## config.mk

```make
export PLATFORM = sky130hd
export DESIGN_NAME = rom_byte_streamer
export DESIGN_NICKNAME = d
export VERILOG_FILES = /design/src/rtl/rom_byte_streamer.sv
export SDC_FILE = /design/constraint.sdc
export NUM_CORES = 1
export LEC_CHECK = 0
export CAP_MARGIN = 20
export CORE_MARGIN = 10
export CORE_UTILIZATION = 58
export CTS_BUF_LIST = sky130_fd_sc_hd__clkbuf_8
export DETAILED_ROUTE_END_ITERATION = 7
export PLACE_DENSITY = 0.95
export SYNTH_ARGS = -nofsm -noshare
export SYNTH_HDL_FRONTEND = slang
export SYNTH_SLANG_ARGS = --single-unit
```

## constraint.sdc

```tcl
create_clock -name clk -period 4 [get_ports clk]
set_input_delay 1 -clock clk [delete_from_list [all_inputs] [get_ports clk]]
set_output_delay 1 -clock clk [all_outputs]
set_load 0.01 [all_outputs]
```

## src/rtl/rom_byte_streamer.sv

```systemverilog
// rom_byte_streamer: walks a run of consecutive ROM addresses, absorbs the ROM
// read latency with a flag pipe, and buffers the returned bytes in a small FIFO
// that drains through a valid/ready stream. Issue is credit-limited so the FIFO
// can never overflow, whatever the downstream back-pressure.
module rom_byte_streamer #(
   parameter int ADDR_W     = 20,
   parameter int DATA_W     = 8,
   parameter int ROM_LAT    = 1,
   parameter int FIFO_DEPTH = 4
) (
   input  logic              clk,
   input  logic              rst,
   input  logic              start,
   input  logic [ADDR_W-1:0] base_addr,
   input  logic [ADDR_W-1:0] length,
   output logic              busy,
   output logic              done,
   output logic [ADDR_W-1:0] address_20bits,
   input  logic [DATA_W-1:0] q_8bits,
   output logic [DATA_W-1:0] out_data,
   output logic              out_valid,
   input  logic              out_ready
);

   localparam int PTR_W = $clog2(FIFO_DEPTH);
   localparam int CNT_W = $clog2(FIFO_DEPTH + 1);
   // wide enough for fifo_count + in_flight without overflow
   localparam int SUM_W = $clog2(FIFO_DEPTH + ROM_LAT + 2);

   typedef enum logic [1:0] {
      ST_IDLE,
      ST_ISSUE,
      ST_DRAIN,
      ST_DONE
   } state_t;

   state_t              state_reg, state_next;
   logic [ADDR_W-1:0]   addr_reg;
   logic [ADDR_W-1:0]   remain_reg;
   logic [ROM_LAT-1:0]  pipe_reg;
   logic                done_reg;

   logic [DATA_W-1:0]   fifo_mem [FIFO_DEPTH];
   logic [PTR_W-1:0]    wr_ptr_reg, rd_ptr_reg;
   logic [CNT_W-1:0]    count_reg;

   logic [SUM_W-1:0]    inflight;
   logic                credit_ok;
   logic                accept;
   logic                issue;
   logic                push;
   logic                pop;

   assign push           = pipe_reg[ROM_LAT-1];
   assign out_valid      = (count_reg != '0);
   assign pop            = out_valid && out_ready;
   assign out_data       = fifo_mem[rd_ptr_reg];
   assign address_20bits = addr_reg;
   assign done           = done_reg;

   // count outstanding ROM reads; a popping byte is still counted in count_reg
   always_comb begin
      inflight = '0;
      for (int i = 0; i < ROM_LAT; i++) begin
         inflight = inflight + SUM_W'(pipe_reg[i]);
      end
      credit_ok = (SUM_W'(count_reg) + inflight) < SUM_W'(FIFO_DEPTH);
   end

   // next-state logic and control strobes
   always_comb begin
      state_next = state_reg;
      accept     = 1'b0;
      issue      = 1'b0;
      busy       = 1'b0;
      case (state_reg)
         ST_IDLE: begin
            if (start) begin
               accept     = 1'b1;
               state_next = (length == '0) ? ST_DONE : ST_ISSUE;
            end
         end
         ST_ISSUE: begin
            busy = 1'b1;
            if (credit_ok) begin
               issue = 1'b1;
               if (remain_reg == ADDR_W'(1)) begin
                  state_next = ST_DRAIN;
               end
            end
         end
         ST_DRAIN: begin
            busy = 1'b1;
            // finish on the edge that accepts the final byte
            if (inflight == '0 &&
                (count_reg == '0 || (count_reg == CNT_W'(1) && pop))) begin
               state_next = ST_DONE;
            end
         end
         ST_DONE: begin
            state_next = ST_IDLE;
         end
         default: begin
            state_next = ST_IDLE;
         end
      endcase
   end

   // FSM state register
   always_ff @(posedge clk or negedge rst) begin
      if (!rst) begin
         state_reg <= ST_IDLE;
      end else begin
         state_reg <= state_next;
      end
   end

   // one-cycle completion pulse following the DONE state
   always_ff @(posedge clk or negedge rst) begin
      if (!rst) begin
         done_reg <= 1'b0;
      end else begin
         done_reg <= (state_reg == ST_DONE);
      end
   end

   // address walker; the address is left on the last issued byte
   always_ff @(posedge clk or negedge rst) begin
      if (!rst) begin
         addr_reg   <= '0;
         remain_reg <= '0;
      end else if (accept) begin
         addr_reg   <= base_addr;
         remain_reg <= length;
      end else if (issue) begin
         remain_reg <= remain_reg - ADDR_W'(1);
         if (remain_reg != ADDR_W'(1)) begin
            addr_reg <= addr_reg + ADDR_W'(1);
         end
      end
   end

   // issue-flag pipe matching the ROM read latency
   always_ff @(posedge clk or negedge rst) begin
      if (!rst) begin
         pipe_reg <= '0;
      end else begin
         pipe_reg[0] <= issue;
         for (int i = 1; i < ROM_LAT; i++) begin
            pipe_reg[i] <= pipe_reg[i-1];
         end
      end
   end

   // output FIFO: write ROM data as flags leave the pipe, read on handshake
   always_ff @(posedge clk or negedge rst) begin
      if (!rst) begin
         wr_ptr_reg <= '0;
         rd_ptr_reg <= '0;
         count_reg  <= '0;
         for (int i = 0; i < FIFO_DEPTH; i++) begin
            fifo_mem[i] <= '0;
         end
      end else begin
         if (push) begin
            fifo_mem[wr_ptr_reg] <= q_8bits;
            wr_ptr_reg           <= wr_ptr_reg + PTR_W'(1);
         end
         if (pop) begin
            rd_ptr_reg <= rd_ptr_reg + PTR_W'(1);
         end
         count_reg <= count_reg + CNT_W'(push) - CNT_W'(pop);
      end
   end

endmodule

```

==> results.ini <==
[clock_tree]
hold_buffers = 0
ctsHtreeMaxLevel = 3
numCtsBuffers = 9
cts_root_buf = clkbuf_8
postCtsSetupBuffers = 0
clk_pin_slew_worst_paths_ns = 0.09
clk_latency_ns = 0.37
cts.sinks = 83
cts_buffer_depth = 2
ctsResizeCount = 0
cts_tree = done

[sta]
drv_slew = 0
worstMarginPinSlew_ns = 0.944
finalSetupViolCount = 0
finalCriticalPeriod_ns = 3.17
timing.fmax_mhz = 316
finalHoldViolations = 0
fin_crit_sh_pct = 79.2
rsz0062_at_grt = no
skew_ns = 0.00866
tns_ns = 0
max-slew-margin-rel_pct = 36.8

[min_path]
hp-class = input pin to asynchronous set/reset pin

[finish]
final_core_util_pct = 75.1
area_delta_synth_final_pct = 25.0
largest_register_ffs = 32
drive_above_1_share_pct = 13.2
fin_nets = 562
antennaDiodeCount = 0

[die]
die_area_um2 = 11500
io-pin-count = 83
coreArea_um2 = 7330
rows = 31
die_h_um = 107
fp.dieW_um = 107
start_util_pct = 60.1

[yosys]
synth_cells = 416
synth_edf_count = 0
yosys_most_used_dff = dfrtp_1
synth.distinct_cells = 44
synthesis.nets = 484
synth-seq-cells = 83
synth_seq_area_share_pct = 47.1
yosys_warnings = 0
synth_area_um2 = 4410
synth-async-reset-ratio_pct = 100
syn_area_per_cell_um2 = 10.6

[route]
drt_pass1_iterations = 5
drt-total-wl_mm = 11.5
drt_iter0_markers = 206
drtAntennaViolNets = 0
wire_per_inst_um = 19.2
drc = 0
vias = 3677
via_per_inst = 6.15

[grt]
grt_pass1_vias = 3903
met3_usage_pct = 3.95
grt_max_degree = 84
grt_use_total_pct = 20.0
grtUsageMet1_pct = 21.5
grt_first_pass_wirelength_mm = 18.6
busiest_layer = met2
antenna_found_initial = 0
overflow = 0
met2_usage_pct = 36.2

[placement]
place_hpwl_mm = 8.50
io_buffer_count = 82
globalplace.congestion = 0.854

[setup_path]
r2r_cells = 5
critPathMaxFanout = 10
crit_path_max_incr_delay_ns = 0.72
r2r_slack_ns = 0.99
rr_endpoint = address_20bits[15]
crit_required_ns = 3.00
end_kind = primary output
arrival_ns = 2.17
cp_slowest_cell = dfrtp_1
r2r-start = remain_reg[10]
cp_cell_sequence = mux4_2, clkdlybuf4s50_1
criticalPathCategory = register to primary output
crit_path_start_kind = register

[flow_run]
cap_violations = 0

[pwr]
power.leakage_uw = 0.00219
irDropWorstVdd_v = 0.000327
power_density_nw_per_um2 = 766

[run_status]
outcome = completed

## power by group
part | switching (uW) | internal [uW] | total (uW) | leakage (uW)
Combinational | 875 | 1030 | 1910 | 0.00112
Clock | 330 | 293 | 623 | 0.0000962
Sequential | 426 | 1260 | 1690 | 0.000967
## layer usage
metal  part of all wire [%]  vias up  routed length (um)
li1                       -     1684                   -
met1                     38     1798                4400
met2                     53      154                6090
met3                    5.3       41                 611
met4                    3.4        0                 388
met5                      0        -                   0
## worst max path at each step
stage	startpoint	to	slack (ns)	depth (start not counted)
4_1_cts	rd_ptr_reg[0]	out_data[3]	0.80	2
3_5_place_dp	remain_reg[10]	address_20bits[15]	1.09	5
2_1_floorplan	rd_ptr_reg[0]	out_data[0]	1.61	2
6_report	rd_ptr_reg[0]	out_data[3]	0.83	2
3_3_place_gp	pipe_reg	address_20bits[18]	1.22	7
5_1_grt	rd_ptr_reg[0]	out_data[3]	0.74	2
## critical path: cells and delay by family (launching register included)
kind | cells | cell delay (ns)
flip-flops | 1 | 0.72
multiplexers | 1 | 0.58
buffers and inverters | 1 | 0.50
## logic make-up after synthesis
| kind of cell | after synthesis | synth area share [%] |
|---|---|---|
| flops | 83 | 47.1 |
| simple gates | 147 | 17.5 |
| mux | 41 | 12.5 |
| fa+ha+maj | 16 | 4.54 |
| compound gates | 72 | 10.5 |
| buf+inv | 34 | 3.29 |
| xor+xnor | 23 | 4.57 |
## cell usage after synthesis, types with 2 or more instances
master    instances  area share, %
a21oi_1           5           0.57
a31oi_1          22            3.1
and2_1            3           0.43
and3_1            5           0.71
and4_1            2           0.40
buf_2             2           0.23
buf_6             2           0.51
clkbuf_1         13            1.1
dfrtp_1          83             47
ha_1             16            4.5
inv_1            15            1.3
mux2_2           32            8.2
mux4_2            8            4.1
nand2_1          35            3.0
nand3_1          12            1.4
nand3b_1          2           0.34
nand4_1           6           0.85
nor2_1           32            2.7
nor2b_1           2           0.28
nor3_1            9            1.0
nor4_1            9            1.3
o21ai_0          11            1.2
o21ai_1          15            1.7
o31ai_1           9            1.5
o41ai_1           3           0.60
or3_1            12            1.7
or4_1            13            2.2
xnor2_1          18            3.6
xor2_1            5           0.99
## area by class of cell
class                   count  area (um2)
multi-input cells         299        2190
clock inverters             7        76.3
repair buffers             85         861
inverters                  16        60.1
fillers                   470        1820
well taps                  99         124
flip-flops and latches     83        2080
clock buffers               9         124
## through the flow
stage	hold slack, ns	instance area (um2)	total power, uW	setup WS (ns)	instances
global route	0.452	5510	4480	0.741	598
CTS	0.515	5480	4220	0.800	597
floorplan	0.474	4410	2760	1.61	416
global placement	0.482	5280	3430	1.22	581
detailed placement	0.495	5280	3590	1.09	581
finish	0.456	5510	4220	0.831	598
## layout by cell type, fill, tap and decap left out, drive strengths merged, types with 6 or more instances in the layout
cell type      instances
nor2                  32
nor3                  11
nand3                 12
dfrtp                 83
clkdlybuf4s50         81
or3                   12
ha                    16
nand2                 35
nand4                  6
mux4                   8
o31ai                  9
xnor2                 18
mux2                  32
or4                   14
o21ai                 26
inv                   17
clkbuf                 9
a31oi                 22
nor4                   9
Note: power is estimated with default switching activity, not from simulation.
